--- src/rtl/axil_regbank.sv ---
// axil_regbank: AXI4-Lite peripheral-side register bank.
// NUM_REGS read/write registers with byte-strobe writes, exposed in parallel
// on reg_out, with a one-cycle wr_pulse per committed register write.
// Accesses outside the register window complete with SLVERR.
module axil_regbank #(
  parameter int DATA_WIDTH    = 32,
  parameter int ADDRESS_WIDTH = 32,
  parameter int NUM_REGS      = 16,
  parameter logic [ADDRESS_WIDTH-1:0] BASE_ADDR = '0
) (
  input  logic                           clock,
  input  logic                           reset,
  input  logic [ADDRESS_WIDTH-1:0]       awaddr,
  input  logic [2:0]                     awprot,
  input  logic                           awvalid,
  output logic                           awready,
  input  logic [DATA_WIDTH-1:0]          wdata,
  input  logic [DATA_WIDTH/8-1:0]        wstrb,
  input  logic                           wvalid,
  output logic                           wready,
  output logic [1:0]                     bresp,
  output logic                           bvalid,
  input  logic                           bready,
  input  logic [ADDRESS_WIDTH-1:0]       araddr,
  input  logic [2:0]                     arprot,
  input  logic                           arvalid,
  output logic                           arready,
  output logic [DATA_WIDTH-1:0]          rdata,
  output logic [1:0]                     rresp,
  output logic                           rvalid,
  input  logic                           rready,
  output logic [NUM_REGS*DATA_WIDTH-1:0] reg_out,
  output logic [NUM_REGS-1:0]            wr_pulse
);

  localparam int STRB_W   = DATA_WIDTH / 8;
  localparam int ADDR_LSB = $clog2(STRB_W);
  localparam int IDX_W    = (NUM_REGS > 1) ? $clog2(NUM_REGS) : 1;
  localparam logic [1:0] RESP_OKAY   = 2'b00;
  localparam logic [1:0] RESP_SLVERR = 2'b10;

  // Word index relative to the base; sub-word address bits drop out here.
  function automatic logic [ADDRESS_WIDTH-1:0] word_index(input logic [ADDRESS_WIDTH-1:0] addr);
    word_index = (addr - BASE_ADDR) >> ADDR_LSB;
  endfunction

  // In range only when at/above the base and the word index hits a register.
  function automatic logic addr_ok(input logic [ADDRESS_WIDTH-1:0] addr);
    addr_ok = (addr >= BASE_ADDR) && (word_index(addr) < ADDRESS_WIDTH'(NUM_REGS));
  endfunction

  logic [DATA_WIDTH-1:0]    regs_r [NUM_REGS];
  logic                     ready_en_r;
  logic                     aw_held_r;
  logic [ADDRESS_WIDTH-1:0] aw_addr_r;
  logic                     w_held_r;
  logic [DATA_WIDTH-1:0]    w_data_r;
  logic [STRB_W-1:0]        w_strb_r;
  logic                     bvalid_r;
  logic [1:0]               bresp_r;
  logic                     rvalid_r;
  logic [1:0]               rresp_r;
  logic [DATA_WIDTH-1:0]    rdata_r;
  logic [NUM_REGS-1:0]      wr_pulse_r;

  logic                     aw_hs_s;
  logic                     w_hs_s;
  logic                     ar_hs_s;
  logic                     commit_s;
  logic [ADDRESS_WIDTH-1:0] cm_addr_s;
  logic [DATA_WIDTH-1:0]    cm_data_s;
  logic [STRB_W-1:0]        cm_strb_s;
  logic [ADDRESS_WIDTH-1:0] cm_word_s;
  logic [IDX_W-1:0]         cm_idx_s;
  logic                     cm_ok_s;
  logic [ADDRESS_WIDTH-1:0] ar_word_s;
  logic [IDX_W-1:0]         ar_idx_s;
  logic                     ar_ok_s;
  logic                     unused_prot_s;

  // Protection bits carry no meaning for this peripheral.
  assign unused_prot_s = ^{awprot, arprot};

  assign awready = ready_en_r & ~aw_held_r & ~bvalid_r;
  assign wready  = ready_en_r & ~w_held_r  & ~bvalid_r;
  assign arready = ready_en_r & ~rvalid_r;

  assign aw_hs_s = awvalid & awready;
  assign w_hs_s  = wvalid  & wready;
  assign ar_hs_s = arvalid & arready;

  // Commit once both halves of a write are present, held or arriving now.
  assign commit_s = (aw_held_r | aw_hs_s) & (w_held_r | w_hs_s);

  // Select the write payload (held copy wins) and decode both addresses.
  always_comb begin
    cm_addr_s = awaddr;
    cm_data_s = wdata;
    cm_strb_s = wstrb;
    if (aw_held_r) begin
      cm_addr_s = aw_addr_r;
    end else begin
      cm_addr_s = awaddr;
    end
    if (w_held_r) begin
      cm_data_s = w_data_r;
      cm_strb_s = w_strb_r;
    end else begin
      cm_data_s = wdata;
      cm_strb_s = wstrb;
    end
    cm_word_s = word_index(cm_addr_s);
    cm_idx_s  = cm_word_s[IDX_W-1:0];
    cm_ok_s   = addr_ok(cm_addr_s);
    ar_word_s = word_index(araddr);
    ar_idx_s  = ar_word_s[IDX_W-1:0];
    ar_ok_s   = addr_ok(araddr);
  end

  // Readies open one edge after reset is released.
  always_ff @(posedge clock or posedge reset) begin
    if (reset) begin
      ready_en_r <= 1'b0;
    end else begin
      ready_en_r <= 1'b1;
    end
  end

  // Hold an AW or W payload that arrives ahead of its partner.
  always_ff @(posedge clock or posedge reset) begin
    if (reset) begin
      aw_held_r <= 1'b0;
      aw_addr_r <= '0;
      w_held_r  <= 1'b0;
      w_data_r  <= '0;
      w_strb_r  <= '0;
    end else if (commit_s) begin
      aw_held_r <= 1'b0;
      w_held_r  <= 1'b0;
    end else begin
      if (aw_hs_s) begin
        aw_held_r <= 1'b1;
        aw_addr_r <= awaddr;
      end
      if (w_hs_s) begin
        w_held_r <= 1'b1;
        w_data_r <= wdata;
        w_strb_r <= wstrb;
      end
    end
  end

  // Write response: raised at commit, held until bready is sampled.
  always_ff @(posedge clock or posedge reset) begin
    if (reset) begin
      bvalid_r <= 1'b0;
      bresp_r  <= RESP_OKAY;
    end else if (commit_s) begin
      bvalid_r <= 1'b1;
      bresp_r  <= cm_ok_s ? RESP_OKAY : RESP_SLVERR;
    end else if (bvalid_r && bready) begin
      bvalid_r <= 1'b0;
    end
  end

  // Register array update with byte strobes, plus the one-cycle write pulse.
  always_ff @(posedge clock or posedge reset) begin
    if (reset) begin
      for (int i = 0; i < NUM_REGS; i++) begin
        regs_r[i] <= '0;
      end
      wr_pulse_r <= '0;
    end else begin
      wr_pulse_r <= '0;
      if (commit_s && cm_ok_s) begin
        wr_pulse_r[cm_idx_s] <= 1'b1;
        for (int b = 0; b < STRB_W; b++) begin
          if (cm_strb_s[b]) begin
            regs_r[cm_idx_s][b*8 +: 8] <= cm_data_s[b*8 +: 8];
          end
        end
      end
    end
  end

  // Read channel: capture pre-write register contents on AR, hold until rready.
  always_ff @(posedge clock or posedge reset) begin
    if (reset) begin
      rvalid_r <= 1'b0;
      rresp_r  <= RESP_OKAY;
      rdata_r  <= '0;
    end else if (ar_hs_s) begin
      rvalid_r <= 1'b1;
      rresp_r  <= ar_ok_s ? RESP_OKAY : RESP_SLVERR;
      rdata_r  <= ar_ok_s ? regs_r[ar_idx_s] : '0;
    end else if (rvalid_r && rready) begin
      rvalid_r <= 1'b0;
    end
  end

  genvar g;
  generate
    for (g = 0; g < NUM_REGS; g++) begin : g_reg_out
      assign reg_out[g*DATA_WIDTH +: DATA_WIDTH] = regs_r[g];
    end
  endgenerate

  assign bvalid   = bvalid_r;
  assign bresp    = bresp_r;
  assign rvalid   = rvalid_r;
  assign rresp    = rresp_r;
  assign rdata    = rdata_r;
  assign wr_pulse = wr_pulse_r;

endmodule
--- config.mk ---
export PLATFORM = sky130hd
export DESIGN_NAME = axil_regbank
export DESIGN_NICKNAME = d
export VERILOG_FILES = /design/src/rtl/axil_regbank.sv
export SDC_FILE = /design/constraint.sdc
export NUM_CORES = 1
export LEC_CHECK = 0
export BUFFER_PORTS_ARGS = -buffer_cell sky130_fd_sc_hd__buf_2
export CAP_MARGIN = 5
export CORE_AREA = 2 2 268 270
export CTS_CLUSTER_DIAMETER = 120
export DETAILED_ROUTE_END_ITERATION = 8
export DIE_AREA = 0 0 270 272
export PLACE_DENSITY = 0.75
export SLEW_MARGIN = 0
export SYNTH_ARGS = -nofsm -noshare
export SYNTH_HDL_FRONTEND = slang
export SYNTH_SLANG_ARGS = --single-unit
--- constraint.sdc ---
create_clock -name clock -period 35.4 [get_ports clock]
set_clock_uncertainty 0.15 [all_clocks]
set_input_delay 0 -clock clock [delete_from_list [all_inputs] [get_ports clock]]
set_output_delay 0 -clock clock [all_outputs]
set_load 0.05 [all_outputs]
Word-level counts from Yosys, hierarchy flattened
Index checks and enable logic that the tools add are counted.
{"block": "op_classes", "n_div": 0, "n_shift": 0, "mux": 39, "add_sub_neg": 0, "order_cmp": 9, "reduce_logical": 13, "mul": 0, "n_eq_ne": 0, "n_bitwise": 18}
{"cell": "512-bit two-way mux", "count": 7}
{"cell": "512-bit bitwise mux", "count": 4}
{"cell": "32-bit demux with 4-bit select", "count": 4}
{"cell": "32-bit two-way mux", "count": 6}
{"cell": "32-bit binary-select mux with 4-bit select", "count": 1}
{"cell": "32-bit by 1-bit >= comparator with 1-bit output (second input constant)", "count": 2}
{"cell": "30-bit by 5-bit < comparator with 1-bit output (second input constant)", "count": 2}
{"cell": "16-bit two-way mux", "count": 2}
{"cell": "24-bit two-way mux", "count": 1}
{"cell": "5-bit >= comparator (second input constant)", "count": 2}
{"cell": "4-bit NOT with 5-bit output", "count": 2}
{"cell": "1-bit AND", "count": 9}
{"cell": "1-bit two-way mux", "count": 9}
{"cell": "8-bit two-way mux", "count": 1}
{"cell": "2-bit nonzero test", "count": 4}
{"cell": "1-bit logical AND", "count": 7}
{"cell": "4-bit by 5-bit < comparator with 1-bit output (second input constant)", "count": 1}
{"cell": "5-bit by 1-bit < comparator with 1-bit output (second input constant)", "count": 1}
{"cell": "1-bit NOT", "count": 5}
{"cell": "1-bit demux with 4-bit select", "count": 1}
{"cell": "4-bit by 1-bit >= comparator with 1-bit output (second input constant)", "count": 1}
{"cell": "2-bit two-way mux", "count": 2}
{"cell": "4-bit two-way mux", "count": 1}
{"cell": "2-bit AND reduction", "count": 2}
{"cell": "1-bit bitwise OR", "count": 2}
{"block": "word_totals", "reg_bits": 637, "rom_bits": 0, "ram_bits": 0, "mem_count": 0, "latchBits": 0, "output_inout_bits": 569}

Logic depth before layout (Yosys ltp)
Gate-level depths: netlist of run 1.
{"block": "depth", "word_depth": 17, "ltp_mapped": 11, "depth_no_buf": 5}

Worst setup path after synthesis of run 1
OpenSTA, ideal clock, no wires.
{"block": "synth_timing", "path_kind": "flip-flop to flip-flop", "from": "register bvalid_r, in the netlist bvalid", "to": "register regs_r, in the netlist reg_out[160]", "setup_ps": 125, "setup_slack_ps": 32573, "arrival_time_ps": 2552, "required_ps": 35125, "synth_period_minus_slack_ps": 2827, "stages_incl_launch_ff": 8, "cell_sequence": "dfrtp_1 -> and3b_1 -> o22a_1 -> buf_2 -> buf_2 -> o2111ai_2 -> a211oi_4 -> mux2_2"}
{"block": "synth_via", "elab_chain_cells": 6}
{"element": "start, declared", "line_no": "59", "rtl": "logic bvalid_r;"}
{"element": "start signal, assigned", "line_no": "156", "rtl": "bvalid_r <= 1'b0;"}
{"element": "start signal, assigned", "line_no": "159", "rtl": "bvalid_r <= 1'b1;"}
{"element": "start signal, assigned", "line_no": "162", "rtl": "bvalid_r <= 1'b0;"}
{"element": "1-bit NOT *", "line_no": "84, 85"}
{"element": "1-bit AND, on equally long branches", "line_no": "84, 85"}
{"element": "1-bit AND, on equally long branches", "line_no": "88, 89"}
{"element": "1-bit bitwise OR", "line_no": "93", "rtl": "assign commit_s = (aw_held_r | aw_hs_s) & (w_held_r | w_hs_s);"}
{"element": "1-bit AND *", "line_no": "93"}
{"element": "1-bit logical AND *", "line_no": "175", "rtl": "if (commit_s && cm_ok_s) begin"}
{"element": "end signal, assigned by index", "line_no": "179", "rtl": "regs_r[cm_idx_s][b*8 +: 8] <= cm_data_s[b*8 +: 8];"}
{"element": "end, declared", "line_no": "52", "rtl": "logic [DATA_WIDTH-1:0] regs_r [NUM_REGS];"}
Every way passes the cells marked *; elsewhere a longest branch is shown, timed or not.
A chain may end at the register's enable or synchronous reset.

==> qor.yml, run 1 <==
met2_wirelength_um: 49800
startpoint_type: "input port"
die_width_um: 270
drc: 0
post-route-util_pct: 52.8
syn_area_um2: 29200
drive_gt1_share_pct: 63.0
die_y_um: 272
grt_usage_pct: 27.7
crit_path_max_fanout: 107
start_util_pct: 41.3
finalWeightedCongestion: 0.903
p_per_area_nw_per_um2: 49.3
detail_route.iter0.violations: 1584
antenna_found_initial: 4
detail-route-antenna-nets: 0
ys_types: 44
rows: 98
grt_pass1_wl_um: 150000
p_leak_nw: 18.7
status: "completed"
fin_nets: 2705
worstPathArrival_ns: 5.46
drv_cap: 0
ys.flop_type: "dfrtp_1"
htree_levels: 3
m1WireLength_um: 40400
yosysSeqAreaShare_pct: 54.2
port-buffer-count: 669
fmax_mhz: 198
postCtsSetupBuffers: 0
met3_length_um: 7390
drt-vias-per-instance: 5.74
route.top_layer_used: "met5"
setup_viol: 0
dp_cells: 3331
syn_area_per_cell_um2: 16.3
async_flop_share_pct: 100
num_io_pins: 682
peakVddDrop_mv: 0.0406
relSlewSlack_pct: 19.3
cts_resized: 0
slew_violations: 0
vias: 20700
drt-total-wl_um: 103000
area_delta_synth_final_pct: 27.8
finalHoldViolations: 0
first_global_vias: 21900
required_ns: 35.81
drtPass1Iterations: 7
yosysWarnings: 0
clk_pin_slew_ns: 0.06
grt_overflow: 0
holdWs_ns: 0.0250
min_period_over_period_pct: 14.3
synth_top_area_cell: "dfrtp_1"
hp-class: "in -> reg"
syn_inst: 1794
ctsLongestPathBuffers: 3
dieArea_um2: 73400
timing_worst_setup_path_type: "in -> async"
tightest_slew_ns: 1.19
tns_ns: 0
cts_root_buf: "clkbuf_16"
coreArea_um2: 70800
synth_seq_cells: 633
rsz0062_at_grt: "no"
cts.sinks: 633
cts_tree: "yes"
clock_latency_ns: 0.61
finalNonFillerCells: 3600
cp-end-kind: "asynchronous set/reset pin"
grt_max_degree: 163
wire_per_inst_um: 28.6
min_period_ns: 5.06
synth_area_leaders: "dfrtp_1 (54%), mux2_2 (23%), mux4_2 (12%)"
hpwl_um: 67200
synth_top_area_share_pct: 54.2
cts_buffers: 70
synth-edff-count: 0
cells in the mapped netlist (9+ instances only):
cell type and count:
dfrtp_1 633, clkbuf_1 68, buf_2 16, mux4_2 160, nor4_1 12, o21ai_0 36, mux2_2 604, buf_1 18
nor2_1 23, inv_1 40, a211oi_4 54, a211oi_2 10, o2111ai_2 9, nand2_1 38
timing repair:
item | CTS | global route
endpoints found under the setup margin | 0 | 0
endpoints found under the hold margin | 728 | 0
hold buffers | 139 | 0
critical path: stages:
cell           delay, ns
dlygate4sd3_1       0.53
buf_2               0.12
dlygate4sd3_1       0.62
inv_8               0.51
buf_4               0.91
buf_4               0.65
buf_4               0.90
buf_4               0.99
worst paths after layout:
check,start,slack [ns],depth (start not counted),endpoint
setup reg to reg,aw_held_r,30.85,6,reg_out[407]
max in group clock,aw_held_r,30.85,6,reg_out[407]
hold / removal,wdata[16],0.03,3,w_data_r[16]
hold reg to reg,rdata[22],0.33,2,rdata[22]
setup / recovery,reset,30.35,8,reg_out[283]
min in group asynchronous,reset,0.51,4,rdata[12]
logic make-up after synthesis:
logic type      count (synthesis)  share of synthesized area (%)
compound gates                128                           5.84
other cells                     2                         0.0257
flops                         633                           54.2
simple gates                  103                           1.71
buf+inv                       156                           2.34
mux                           772                           35.9
metrics by stage:
stage               cell area (um^2)  power [mW]  setup WS, ns
floorplan                      29200       0.983         17.52
global placement               33600        1.04         30.92
detailed placement             33600        1.06         30.65
CTS                            37400        1.84         30.14
global route                   37400        1.91         29.61
finish                         37400        1.84         30.35
flip-flops by register name (all words and copies together) (netlist names):
register    cells
aw_addr_r      30
aw_held_r       1
bresp           1
bvalid          1
rdata          32
ready_en_r      1
reg_out       512
rresp           1
rvalid          1
w_data_r       32
w_held_r        1
w_strb_r        4
wr_pulse       16
power breakdown:
part | switching (mW) | internal, mW
Combinational | 0.185 | 0.122
Sequential | 0.0291 | 0.764
Clock | 0.312 | 0.430
Total | 0.526 | 1.32
per-layer routing:
layer	track usage (%)	vias up
met5	0	-
met2	45.0	1060
met4	13.4	6
met1	34.8	11000
met3	6.73	302
li1	-	8335
cells in the final DEF (no fill, tap or decap), drive strengths merged, types with 4 or more instances in the layout:
master,count
a211oi,64
buf,701
clkbuf,101
clkinv,17
clkinvlp,6
dfrtp,633
dlygate4sd3,139
inv,42
mux2,608
mux2i,4
mux4,160
nand2,38
nand2b,4
nor2,23
nor3,7
nor4,12
o2111ai,16
o21ai,37
layout make-up:
class | instances | area, um^2
Sequential cell | 633 | 15800
Tap cell | 950 | 1190
Inverter | 40 | 158
Timing Repair Buffer | 841 | 5020
Fill cell | 5736 | 33400
Clock buffer | 100 | 2050
Multi-Input combinational cell | 1006 | 12800
Clock inverter | 28 | 318
Antenna cell | 2 | 5.00
No activity file was read; power rests on OpenSTA's default activity.
==> run 2: changes to the inputs <==
clock period = 4.9 ns   (was 35.4 ns; I/O delays follow)
==> qor.yml, run 2 (synthesis gave the netlist of run 1 again) <==
rows: 98  # unchanged
final_cell_mix: "buf_2 (666), dfrtp_1 (632), mux2_2 (604), mux4_2 (160), dlygate4sd3_1 (94)"
drive_gt1_share_pct: 64.4  # +1.4 points
cpMaxStageDelayCell: "or4_4"
required_ns: 5.24  # -30.57 ns
multi_input_area_um2: 12800  # unchanged
finalWeightedCongestion: 0.915  # +1.3%
r2r-end: "reg_out[269]"
min-delay-start: "wdata[31]"
path_buf_inv: 1  # -7
cts_resized: 0  # unchanged
crit_family: "simple AND/OR/NAND/NOR gates"
largest_reg_flops: 512  # unchanged
grt_max_degree: 179  # +9.8%
grt_pass1_wl_um: 150000  # about the same
crit_path_max_fanout: 33  # -69%
p_leak_nw: 18.7  # about the same
final_common_cell: "buf_2"
antenna_found_initial: 4  # unchanged
p_per_area_nw_per_um2: 355  # +620%
vias: 20500  # -0.70%
die_width_um: 270  # unchanged
hpwl_um: 69100  # +2.8%
rrSetupSlack_ns: 0.70  # -30.15 ns
min_period_over_period_pct: 85.8
rsz0062_at_grt: "no"
slew_violations: 0  # unchanged
drt-vias-per-instance: 5.73  # -0.34%
drtPass1Iterations: 5  # -2
coreArea_um2: 70800  # unchanged
setup_viol: 0  # unchanged
start_util_pct: 41.3  # unchanged
peakVddDrop_mv: 0.326  # +700%
min_period_ns: 4.20
ctsLongestPathBuffers: 3  # unchanged
die_y_um: 272  # unchanged
worstPathArrival_ns: 4.54  # -0.92 ns
num_io_pins: 682  # unchanged
r2r-start: "aw_held_r"
relSlewSlack_pct: 18.3  # -0.98 points
tightest_slew_ns: 1.20  # +0.0144 ns
total_power_mw: 13.2  # +620%
path_cells: "nor4_1 > nand4_1 > or4_4 > buf_12 > a211oi_4 > mux2_2"
drc: 0  # unchanged
grt_overflow: 0  # unchanged
hp-class: "in -> reg"
cts_tree: "yes"
first_global_vias: 21900  # -0.078%
setup_ws_ns: 0.695  # -29.65 ns
startpoint_type: "register"
drt-total-wl_um: 103000  # -0.27%
ctsHoldBuffers: 94  # -32%
cp-end-kind: "register"
preCtsSetupSlack_ns: 0.841  # -29.80 ns
fin_nets: 2689  # -0.59%
holdPathEnd: "w_data_r[31]"
clock_latency_ns: 0.61  # about the same
clk_pin_slew_ns: 0.06  # about the same
status: "completed"
timing_worst_setup_path_type: "reg -> reg"
holdPathStages: 3  # unchanged
post-route-util_pct: 52.7  # -0.10 points
finalHoldViolations: 0  # unchanged
dieArea_um2: 73400  # unchanged
cts_buffers: 72  # +2.9%
fillers: 5737  # +0.017%
regArea_um2: 15800  # unchanged
fmax_mhz: 238
postCtsSetupBuffers: 0  # unchanged
htree_levels: 3  # unchanged
tns_ns: 0  # unchanged
grt_usage_pct: 27.7  # about the same
critical_path.max_stage_delay_ns: 0.81  # -0.18 ns
detail-route-antenna-nets: 0  # unchanged
area_delta_synth_final_pct: 27.5
detail_route.iter0.violations: 1458  # -8.0%
cts.sinks: 633  # unchanged
drv_cap: 0  # unchanged
cts_root_buf: "clkbuf_16"
wire_per_inst_um: 28.6  # about the same
port-buffer-count: 669  # unchanged
reg2reg_depth: 6  # unchanged
[run 2: cell count changes in the layout (fill, tap and decap cells not counted), sizes merged, moves of 2 or more]
cell / previous run / this run
diode: 2 / 4
buf: 701 / 728
clkinvlp: 6 / 3
inv: 42 / 45
dlygate4sd3: 139 / 94
bufinv: 3 / 6
[run 2: tightest hold or removal path: stages]
cell and delay (ns):
dlygate4sd3_1 0.53, buf_2 0.10, mux2_2 0.14
[run 2: area by class of cell]
type,instances,area share [%]
well taps,950,3.19
multi-input cells,1006,34.3
flip-flops and latches,633,42.5
repair buffers,823,13.0
diodes,4,0.0268
inverters,40,0.413
clock buffers,99,5.49
clock inverters,32,1.08
[run 2: worst max path at each step]
stage	to	cells past startpoint	start	slack, ns
after floorplan	aw_addr_r[10]	1	reset	-3.89
after global placement	reg_out[380]	6	aw_held_r	0.94
after detailed placement	reg_out[378]	6	aw_held_r	0.84
after CTS	reg_out[378]	6	aw_held_r	0.83
after global routing	reg_out[378]	6	aw_held_r	0.62
final	reg_out[269]	6	aw_held_r	0.70
[run 2: per-stage QoR]
step	std cells	hold WS [ns]	area [um^2]
floorplan	1795	-0.0536	29200
global placement	3358	-0.114	33900
detailed placement	3358	-0.107	33900
CTS	3583	0.00126	37300
global route	3586	0.0157	37300
finish	3587	0.0384	37300
[run 2: power breakdown]
part           switching [mW]  total [mW]  internal, mW
clock network            2.29        5.57          3.28
registers               0.249        5.77          5.52
logic                    1.24        1.90         0.655
[run 2: metal layers]
layer | GRT usage, % | routed length (um) | up-vias
met3 | 6.37 | 7160 | 306
li1 | - | - | 8319
met4 | 12.3 | 4840 | 2
met1 | 34.9 | 40300 | 10900
met5 | 0 | 13 | -
met2 | 45.8 | 50300 | 985
